## config.mk

```make
export PLATFORM = sky130hd
export DESIGN_NAME = display_7seg_mux
export DESIGN_NICKNAME = d
export VERILOG_FILES = /design/src/rtl/teclado_pkg.sv /design/src/rtl/seg7_decoder.sv /design/src/rtl/display_7seg_mux.sv
export SDC_FILE = /design/constraint.sdc
export NUM_CORES = 1
export LEC_CHECK = 0
export CORE_MARGIN = 2
export CORE_UTILIZATION = 55
export CTS_CLUSTER_DIAMETER = 40
export DETAILED_ROUTE_END_ITERATION = 7
export HOLD_SLACK_MARGIN = 0.06
export MAX_ROUTING_LAYER = met4
export PLACE_DENSITY = 0.86
export REMOVE_ABC_BUFFERS = 1
export SETUP_SLACK_MARGIN = 0.4
export SLEW_MARGIN = 20
export SYNTH_ARGS = -nofsm -noshare
export SYNTH_HDL_FRONTEND = slang
export SYNTH_SLANG_ARGS = --single-unit
```

## constraint.sdc

```tcl
create_clock -name clk -period 4.45 [get_ports clk]
set_input_delay 0.89 -clock clk [delete_from_list [all_inputs] [get_ports clk]]
set_output_delay 0.89 -clock clk [all_outputs]
set_load 0.02 [all_outputs]
```

## src/rtl/teclado_pkg.sv

```systemverilog
// teclado_pkg: key codes, segment constants and types shared by the keypad blocks.
// Revision: 1.0
`default_nettype none

package teclado_pkg;

  typedef logic [3:0] key_code_t;

  localparam key_code_t  KEY_STAR = 4'hE;
  localparam key_code_t  KEY_HASH = 4'hF;
  localparam logic [6:0] SEG_OFF  = 7'h7F;

endpackage

`default_nettype wire

```

## src/rtl/seg7_decoder.sv

```systemverilog
// seg7_decoder: key code to active-low {g,f,e,d,c,b,a} segments; '*'/'#' render dark.
// Revision: 1.0
`default_nettype none

module seg7_decoder
  import teclado_pkg::*;
(
  input  key_code_t   code,
  output logic [6:0]  seg
);

  always_comb begin
    seg = SEG_OFF;
    case (code)
      4'h0: seg = 7'h40;
      4'h1: seg = 7'h79;
      4'h2: seg = 7'h24;
      4'h3: seg = 7'h30;
      4'h4: seg = 7'h19;
      4'h5: seg = 7'h12;
      4'h6: seg = 7'h02;
      4'h7: seg = 7'h78;
      4'h8: seg = 7'h00;
      4'h9: seg = 7'h10;
      4'hA: seg = 7'h08;
      4'hB: seg = 7'h03;
      4'hC: seg = 7'h46;
      4'hD: seg = 7'h21;
      default: seg = SEG_OFF;
    endcase
  end

endmodule

`default_nettype wire

```

## src/rtl/display_7seg_mux.sv

```systemverilog
// display_7seg_mux: keypad entry shift register driving a multiplexed 7-segment display.
// Revision: 1.0
`default_nettype none

module display_7seg_mux
  import teclado_pkg::*;
#(
  parameter int N_DIGITS    = 4,
  parameter int DIGIT_TICKS = 6750,
  parameter int BLANK_EMPTY = 1
) (
  input  logic                clk,
  input  logic                rst,
  input  logic                key_valid,
  input  logic [3:0]          key_code,
  output logic [2:0]          entry_cnt,
  output logic [N_DIGITS-1:0] anodo_po,
  output logic [6:0]          catodo_po
);

  localparam int CW = (DIGIT_TICKS > 1) ? $clog2(DIGIT_TICKS) : 1;
  localparam int SW = $clog2(N_DIGITS);
  localparam logic [2:0]          CNT_MAX  = 3'(N_DIGITS);
  localparam logic [CW-1:0]       SLOT_MAX = CW'(DIGIT_TICKS - 1);
  localparam logic [SW-1:0]       SEL_MAX  = SW'(N_DIGITS - 1);
  localparam logic [N_DIGITS-1:0] AN_ONE   = {{(N_DIGITS-1){1'b0}}, 1'b1};

  key_code_t     digit [N_DIGITS];
  logic [CW-1:0] slot_cnt;
  logic [SW-1:0] digit_sel;
  logic [6:0]    seg;
  logic          blank;

  seg7_decoder u_dec (
    .code (digit[digit_sel]),
    .seg  (seg)
  );

  // Entry register: digit[0] is the rightmost (most recent) position.
  always_ff @(posedge clk) begin
    if (rst) begin
      for (int i = 0; i < N_DIGITS; i++) digit[i] <= '0;
      entry_cnt <= '0;
    end else if (key_valid) begin
      if (key_code == KEY_STAR) begin
        for (int i = 0; i < N_DIGITS; i++) digit[i] <= '0;
        entry_cnt <= '0;
      end else if (key_code == KEY_HASH) begin
        if (entry_cnt != 3'd0) begin
          for (int i = 0; i < N_DIGITS - 1; i++) digit[i] <= digit[i+1];
          digit[N_DIGITS-1] <= '0;
          entry_cnt <= entry_cnt - 3'd1;
        end
      end else begin
        for (int i = 1; i < N_DIGITS; i++) digit[i] <= digit[i-1];
        digit[0] <= key_code;
        if (entry_cnt < CNT_MAX) entry_cnt <= entry_cnt + 3'd1;
      end
    end
  end

  always_ff @(posedge clk) begin
    if (rst) begin
      slot_cnt  <= '0;
      digit_sel <= '0;
    end else if (slot_cnt == SLOT_MAX) begin
      slot_cnt  <= '0;
      digit_sel <= (digit_sel == SEL_MAX) ? '0 : digit_sel + 1'b1;
    end else begin
      slot_cnt <= slot_cnt + 1'b1;
    end
  end

  assign blank = (BLANK_EMPTY != 0) && ({1'b0, 3'(digit_sel)} >= {1'b0, entry_cnt});

  always_ff @(posedge clk) begin
    if (rst) begin
      anodo_po  <= '1;
      catodo_po <= SEG_OFF;
    end else if (blank) begin
      anodo_po  <= '1;
      catodo_po <= SEG_OFF;
    end else begin
      anodo_po  <= ~(AN_ONE << digit_sel);
      catodo_po <= seg;
    end
  end

endmodule

`default_nettype wire

```

==> results of run 1 <==
## cell type report
type	count	area, µm²	share of cell area
clock buffer	5	68.8	0.0259
clock inverter	3	67.6	0.0254
inverter	14	52.6	0.0198
multi-input combinational	142	1100	0.413
sequential	47	1100	0.414
tap	50	62.6	0.0235
timing repair buffer	21	208	0.0781
## cells by family after synthesis
kind of cell | synth area share
compound gates | 0.109
flops | 0.480
simple gates | 0.167
mux | 0.0719
fa+ha+maj | 0.0850
buf+inv | 0.0414
xor+xnor | 0.0458
## Yosys cell counts, types with 4 or more instances
master     n
o21ai_0    4
nand2b_1   4
clkbuf_1   5
dfxtp_1   31
o211ai_1   5
inv_1     14
nor2_1    19
edfxtp_1  16
xor2_1     4
mux4_2     6
a22o_1    12
nand2_1   13
ha_1      14
xnor2_1    8
and2_1     4
a21oi_1    4
nand3_1   10
a21o_1     4
## metal layers
metal	track usage	wire, µm	share of wire
met1	0.271	1840	0.47
met2	0.274	1700	0.44
met3	0.0601	298	0.077
met4	0.0625	39	0.010
met5	-	0	0
## worst register-to-register path, cell delays in order, from the launching register on
cell      delay, ns
dfxtp_1        0.46
mux4_2         0.62
inv_1          0.15
ha_1           0.18
inv_1          0.04
mux4_2         0.43
nand2b_1       0.15
## per-stage QoR
stage	setup WS, ns	power [µW]	std cells	hold WS, ns	util
global route	1.67	989	282	0.509	0.665
floorplan	2.34	551	203	0.441	-
CTS	1.89	957	282	0.488	0.665
global placement	1.60	588	274	0.459	0.631
finish	1.87	952	282	0.483	0.665
detailed placement	1.57	591	274	0.469	0.631
## worst paths after layout
check / cells past startpoint / slack, ns / to / from
worst max-delay path: 4 / 1.87 / digit[1][0] / rst
worst min-delay path: 1 / 0.48 / slot_cnt[0] / slot_cnt[0]
worst max register to register: 6 / 2.30 / catodo_po[3] / flop
worst min register to register: 1 / 0.48 / slot_cnt[0] / slot_cnt[0]
## report_power, final
group | internal, µW | leakage (µW) | total (µW) | switching (µW)
registers | 464 | 0.000428 | 480 | 15.2
logic | 48.3 | 0.000471 | 102 | 53.9
clock network | 224 | 0.0000644 | 370 | 146
## cell usage in the layout (no fill, tap or decap), types with 5 or more instances in the layout
master and n:
inv_1 14, nor2_1 19, xnor2_1 8, o211ai_1 5, clkdlybuf4s50_1 20, mux4_2 6
dfxtp_1 31, nand2_1 13, nand3_1 10, a22o_1 12, ha_1 14, clkbuf_8 5
edfxtp_1 16
## registers in the layout (all words and copies together) (netlist names), named ones only
register	cells
slot_cnt	13
digit_sel	2
entry_cnt	3
catodo_po	7
digit	16
anodo_po	4
==> impl_metrics.csv, run 1 <==
group,metric,value,unit
sta,fin_skew,0.00993,ns
place,routabilityCongestion,0.781,
synthesis,ys_seq_area_frac,0.480,
place,place_area,2520,µm²
sta,hold_viol,0,
synthesis,avgSynthCellArea,10.9,µm²
layout,final_nets,253,
floorplan,die_x,68.6,µm
synthesis,ys.flop_type,"dfxtp_1",
drt,dr.pass1.iters,4,
layout,num_antenna_cells,0,
setup_path,cp_cell_sequence,"clkdlybuf4s50_1 -> nand2b_1 -> nor2_1 -> a22o_1",
synthesis,syn-cell-area,2300,µm²
floorplan,coreArea,4000,µm²
global_routing,grt_antenna_before_repair,0,
setup_path,setup.worst_path.start_class,"primary input",
synthesis,async_flop_share,0,
sta,maxClockFrequency,387,MHz
clock_network,cts_setup_buffers,0,
job,max_cap_violations,0,
synthesis,synthDistinctLibCells,41,
clock_network,cts-root-buf,"clkbuf_8",
global_routing,track_usage,0.196,
drt,drtIter0Drc,90,
setup_path,crit_type,"primary input to flop",
synthesis,ys_seq_elements,47,
clock_network,cts_tree,"done",
run_status,status,"finished clean",
setup_path,max_stage_delay,0.70,ns
drt,post-route-drc-count,0,
clock_network,numClockSinks,47,
global_routing,grt_pass1_vias,1415,
setup_path,arrival,2.76,ns
drt,wl,3880,µm
synthesis,ys_top_cells_by_area,"dfxtp_1, edfxtp_1, ha_1",
place,io_buffer_count,20,
pwr,powerDensity,358,nW/µm²
sta,relSlewSlack,0.396,
synthesis,synth-edff-count,16,
drt,viasPerCell,5.65,
drt,antenna_left,0,
drt,vias,1593,
clock_network,hold_buffers,0,
layout,syn2layout_area_growth,15.9,%
sta,tns,0,ns
synthesis,synthCells,211,
sta,finalCritPeriodShare,0.580,
global_routing,grt-ovfl-total,0,
global_routing,grt_pass1_wl,6560,µm
synthesis,yosys_warnings,0,
synthesis,yosysTopAreaCell,"dfxtp_1",
clock_network,insertion_delay,0.31,ns
floorplan,io_pins,21,
floorplan,core.rowCount,23,
setup_path,required,4.62,ns
clock_network,clockBufferDepth,2,
setup_path,crit_family,"simple AND/OR/NAND/NOR gates",
sta,max_slew.worst_pin.slew,0.903,ns
layout,design_area,2660,µm²
drt,avgRoutedWirePerCell,13.7,µm
layout,fillers,316,
clock_network,cts_resized,0,
global_routing,grt_max_degree,17,
floorplan,dieArea,4710,µm²
floorplan,die_y,68.6,µm
place,dp_hpwl,2840,µm
synthesis,yosysTopAreaCellShare,0.270,
layout,drive_gt1_frac,0.0862,
setup_path,endpoint_kind,"flop",
sta,slew_viol_final,0,
pwr,p_leak,0.000963,µW
clock_network,h-tree-depth,2,
clock_network,cts_buffers,5,
floorplan,start_util,0.574,
setup_path,critPathSlowestCell,"nor2_1",
setup_path,path_max_fanout,16,
pwr,vdd_drop_max,0.219,mV
sta,setup_viol,0,
sta,post-route-min-period,2.58,ns
worst_hold_path,hp-class,"flop to flop",
clock_network,cts.clk_slew.worst_paths,0.09,ns
sta,rsz0062_at_grt,"no",
setup_path,path_buf_inv,1,
Power figures use the tool's default switching activity.
==> run 2: changes to the inputs <==
Settings changed: CORE_UTILIZATION 55 to 51, PLACE_DENSITY 0.86 to 0.84.
Clock period 4.45 ns to 2.1 ns, I/O delays scaled along.
==> run 2 against run 1 <==
- register-to-register slack worse by 2.1 ns
- sequential power grew 110%
- die area increased by 7.4%
- critical endpoint is now catodo_po[3]
- largest power group unchanged
==> impl_metrics.csv, run 2 (synthesized netlist as in run 1, its figures left out) <==
group,metric,value,unit
clock_network,h-tree-depth,2,
pwr,p_int,1600,µW
global_routing,grt-ovfl-total,0,
floorplan,die_y,71.1,µm
pwr,powerDensity,711,nW/µm²
place,io_buffer_count,20,
drt,post-route-drc-count,0,
clock_network,clockBufferDepth,2,
clock_network,insertion_delay,0.30,ns
sta,post-route-min-period,1.92,ns
drt,vias,1731,
sta,relSlewSlack,0.615,
drt,wl,4780,µm
layout,fillers,292,
global_routing,track_usage,0.201,
sta,finalCritPeriodShare,0.913,
clock_network,cts_tree,"done",
floorplan,core.rowCount,24,
sta,setup_ws,0.182,ns
pwr,pwr-share-seq,0.485,
pwr,power_switching,484,µW
setup_path,r2r_cells,6,
layout,multi_input_area,1190,µm²
drt,avgRoutedWirePerCell,15.5,µm
setup_path,cpMostUsedCell,"mux4_2",
global_routing,grt_max_degree,17,
setup_path,cp_cell_sequence,"mux4_2 -> inv_4 -> ha_4 -> inv_1 -> mux4_2 -> nand2b_4",
layout,num_antenna_cells,0,
setup_path,path_max_fanout,3,
clock_network,cts_buffers,5,
worst_hold_path,min_from,"entry_cnt[1]",
setup_path,crit_type,"flop to flop",
layout,regArea,1110,µm²
place,dp.cells,286,
global_routing,grt_pass1_wl,7710,µm
worst_hold_path,hold_end,"entry_cnt[1]",
floorplan,io_pins,21,
setup_path,max_stage_delay,0.56,ns
place,routabilityCongestion,0.755,
floorplan,dieArea,5050,µm²
floorplan,die_x,71.1,µm
sta,maxClockFrequency,521,MHz
drt,antenna_left,0,
drt,viasPerCell,5.62,
layout,largest_reg_flops,16,
layout,final_cells,308,
floorplan,coreArea,4350,µm²
setup_path,path_buf_inv,2,
sta,max_slew.worst_pin.slew,0.577,ns
setup_path,critPathSlowestCell,"mux4_2",
sta,rsz0062_at_grt,"yes",
setup_path,rr_startpoint,"digit[3][0]",
place,place_ws,-0.103,ns
sta,setup_viol,0,
job,max_cap_violations,0,
clock_network,cts-root-buf,"clkbuf_8",
layout,drive_gt1_frac,0.258,
layout,final_common_cell,"dfxtp_1",
pwr,p_sw_frac,0.232,
setup_path,required,2.30,ns
floorplan,start_util,0.527,
setup_path,rrSetupSlack,0.18,ns
global_routing,grt_antenna_before_repair,0,
pwr,vdd_drop_max,0.413,mV
place,dp_hpwl,2970,µm
sta,slew_viol_final,0,
layout,final_nets,277,
pwr,clock_power_share,0.376,
drt,drtIter0Drc,89,
sta,fin_skew,0.00526,ns
sta,hold_viol,0,
clock_network,numClockSinks,47,
setup_path,setup.worst_path.start_class,"flop",
layout,regMostFlops,"digit",
clock_network,hold_buffers,0,
run_status,status,"finished clean",
sta,tns,0,ns
clock_network,cts.clk_slew.worst_paths,0.09,ns
setup_path,arrival,2.12,ns
worst_hold_path,hold_path_depth,2,
pwr,comb_power_share,0.139,
layout,top_regs,"digit (16), slot_cnt (13), catodo_po (7)",
setup_path,r2r-end,"catodo_po[3]",
setup_path,endpoint_kind,"flop",
layout,syn2layout_area_growth,27.8,%
layout,layout_common_cells,"dfxtp_1, buf_4, nor2_1, edfxtp_1",
worst_hold_path,hp-class,"flop to flop",
pwr,p_leak,0.00112,µW
global_routing,grt_pass1_vias,1597,
drt,dr.pass1.iters,4,
setup_path,crit_family,"multiplexers",
## run 2: cell types whose count changed in the layout (fill, tap and decap cells not counted), sizes merged
cell and change:
buf +22, clkbuf +1, clkdlybuf4s50 -7, or2b +1, dlygate4sd2 +7
## run 2: stage by stage
stage	instance area, µm²	utilization	hold WS [ns]	total power [µW]
floorplan	2250	-	0.441	1170
global placement	2600	0.597	0.457	1260
detailed placement	2600	0.597	0.483	1270
CTS	2860	0.656	0.501	2070
global route	2940	0.674	0.500	2160
finish	2940	0.674	0.480	2090
## run 2: layout make-up
cell class | instances | area share
well taps | 52 | 0.0222
inverters | 14 | 0.0188
clock inverters | 3 | 0.0230
clock buffers | 5 | 0.0234
multi-input cells | 143 | 0.404
repair buffers | 44 | 0.129
flip-flops and latches | 47 | 0.379
## run 2: worst max path at each step
stage	start	to	slack, ns	depth (start not counted)
after floorplan	flop	catodo_po[3]	0.09	6
after global placement	key_code[2]	digit[0][3]	-0.07	4
after detailed placement	key_code[2]	digit[1][1]	-0.10	4
after CTS	digit[3][0]	catodo_po[3]	0.21	6
after global routing	digit[0][0]	catodo_po[4]	0.13	6
final	digit[3][0]	catodo_po[3]	0.18	6
## run 2: worst reg2reg max path, stage by stage (launching register included)
cell and delay, ns:
edfxtp_1 0.41, mux4_2 0.56, inv_4 0.11, ha_4 0.13, inv_1 0.03, mux4_2 0.44
nand2b_4 0.14
## run 2: power groups by stage
stage / sequential, µW / clock (µW) / combinational [µW]
after detailed placement: 1030 / 0 / 234
final: 1010 / 784 / 291
after CTS: 1010 / 796 / 263
after global placement: 1030 / 0 / 227
after global routing: 1020 / 829 / 316
after floorplan: 1050 / 0 / 122
## run 2: layer usage
metal	part of all wire	global-route usage	vias up
met5	0	-	-
met1	0.43	0.257	833
met3	0.052	0.0385	6
met2	0.51	0.330	50
met4	0.010	0.0503	0
li1	-	-	842
## run 2: timing repair
action                     in CTS  in global routing
pin swaps                       5                  3
setup endpoints to repair      43                 17
hold endpoints to repair        0                  0
buffers inserted               10                  2
resized for setup              25                 14
cloned                          1                  1
==> run 3: changes to the inputs <==
Settings changed: CORE_UTILIZATION 51 to 55, PLACE_DENSITY 0.84 to 0.86.
Clock period 2.1 ns to 1.9 ns, I/O delays scaled along.
==> run 3 against run 2 <==
- the run now ends with negative setup slack left
- final area increased by 12%
- non-clock buffer count increased by 22
- worst hold slack improved by 0.090 ns
- total power increased by 16%
- first-iteration DRC count increased by 62%
- combinational power increased by 42%
- clock power increased by 13%
- clock skew increased by 0.0044 ns
- cell count increased by 6.2%
==> impl_metrics.csv, run 3 (synthesized netlist as in run 1, its figures left out) <==
group,metric,value,unit
global_routing,grt_pass1_wl,9320,µm
sta,setup_ws,-0.0862,ns
sta,rsz0062_at_grt,"yes",
setup_path,endpoint_kind,"flop",
sta,setup_viol,5,
run_status,status,"finished with violations",
clock_network,cts.clk_slew.worst_paths,0.09,ns
drt,antenna_left,0,
clock_network,hold_buffers,0,
place,io_buffer_count,20,
clock_network,insertion_delay,0.31,ns
setup_path,path_max_fanout,3,
clock_network,h-tree-depth,2,
pwr,powerDensity,737,nW/µm²
layout,final_common_cell,"buf_4",
floorplan,die_y,68.6,µm
global_routing,grt_pass1_vias,1926,
setup_path,critPathSlowestCell,"mux4_2",
sta,maxClockFrequency,503,MHz
floorplan,start_util,0.574,
drt,post-route-drc-count,0,
setup_path,max_stage_delay,0.54,ns
place,routabilityCongestion,0.827,
pwr,p_total,2420,µW
sta,hold_viol,0,
layout,design_area,3280,µm²
global_routing,grt-ovfl-total,0,
place,place_ws,-0.260,ns
layout,drive_gt1_frac,0.404,
sta,tns,-0.159,ns
drt,wl,6570,µm
layout,largest_reg_flops,16,
sta,slew_viol_final,0,
clock_network,cts_tree,"done",
layout,regMostFlops,"digit",
drt,vias,1960,
floorplan,coreArea,4000,µm²
drt,drtIter0Drc,144,
place,place_area,2730,µm²
clock_network,clockBufferDepth,2,
pwr,p_leak,0.00124,µW
drt,dr.pass1.iters,5,
sta,max_slew.worst_pin.slew,0.376,ns
layout,final_nets,298,
setup_path,arrival,2.20,ns
layout,layout_common_cells,"buf_4, dfxtp_1, edfxtp_1, dlygate4sd2_1",
worst_hold_path,hp-class,"flop to flop",
layout,syn2layout_area_growth,43.1,%
sta,relSlewSlack,0.747,
job,max_cap_violations,0,
floorplan,die_x,68.6,µm
setup_path,required,2.11,ns
layout,fin_util,0.821,
clock_network,cts_buffers,5,
drt,viasPerCell,5.99,
sta,finalCritPeriodShare,1.05,
global_routing,grt_max_degree,17,
setup_path,crit_type,"flop to flop",
layout,num_antenna_cells,0,
clock_network,numClockSinks,47,
setup_path,cp_cell_sequence,"mux4_2 -> inv_2 -> ha_4 -> inv_2 -> mux4_2 -> nand2b_4",
drt,avgRoutedWirePerCell,20.1,µm
floorplan,dieArea,4710,µm²
floorplan,core.rowCount,23,
layout,multi_input_area,1350,µm²
clock_network,cts-root-buf,"clkbuf_8",
run_status,violations,"negative setup slack",
sta,post-route-min-period,1.99,ns
global_routing,grt_antenna_before_repair,0,
setup_path,setup.worst_path.start_class,"flop",
pwr,vdd_drop_max,0.901,mV
place,dp_hpwl,3400,µm
floorplan,io_pins,21,
layout,top_regs,"digit (16), slot_cnt (13), catodo_po (7)",
layout,regArea,1120,µm²
global_routing,track_usage,0.291,
layout,fillers,201,
sta,fin_skew,0.00966,ns
==> run 3: cell types whose count changed in the layout (fill, tap and decap cells not counted), sizes merged <==
| cell | previous run | this run |
|---|---|---|
| or2b | 2 | 1 |
| buf | 23 | 46 |
| clkinvlp | 1 | 0 |
| dlymetal6s2s | 0 | 1 |
| clkdlybuf4s50 | 13 | 0 |
| clkdlybuf4s15 | 0 | 3 |
| dlygate4sd2 | 7 | 16 |
==> run 3: metal layers <==
| layer | track usage | part of all wire | up-vias |
|---|---|---|---|
| met5 | - | 0 | - |
| met4 | 0.148 | 0.053 | 0 |
| met3 | 0.0584 | 0.064 | 32 |
| met2 | 0.504 | 0.51 | 100 |
| met1 | 0.315 | 0.37 | 948 |
| li1 | - | - | 880 |
==> run 3: final timing paths <==
path                  end   startpoint  slack (ns)  cells past startpoint
min reg2reg   slot_cnt[1]  slot_cnt[0]        0.57                      2
max          catodo_po[3]  digit[0][1]       -0.09                      6
max reg2reg  catodo_po[3]  digit[0][1]       -0.09                      6
min           slot_cnt[1]  slot_cnt[0]        0.57                      2
==> run 3: layout make-up <==
type	count	share of cell area
multi-input cells	142	0.410
flip-flops and latches	47	0.341
repair buffers	66	0.172
clock buffers	6	0.0221
well taps	50	0.0190
clock inverters	2	0.0183
inverters	14	0.0175
==> run 3: per-stage QoR <==
step	hold slack (ns)	std cells
after floorplan	0.441	203
after global placement	0.482	302
after detailed placement	0.502	302
after CTS	0.558	323
after global routing	0.565	327
final	0.570	327
==> run 3: worst max-delay path, delay by kind of cell (launching register included) <==
family	cells	cell delay [ns]
muxes	2	0.99
DFF	1	0.47
and+or+nand+nor	1	0.15
buffers and inverters	2	0.14
adders and majority gates	1	0.14
==> run 3: repair_timing <==
item,4_1_cts,5_1_grt
gates resized for setup,69,35
gates cloned,2,0
setup buffers,11,4
endpoints found under the setup margin,77,59
pin swaps,18,7
==> run 3: where the power goes <==
group / leakage [µW] / switching (µW) / internal [µW] / total [µW]
registers: 0.000434 / 38.2 / 1090 / 1120
clock network: 0.0000654 / 358 / 526 / 884
logic: 0.000745 / 203 / 210 / 412
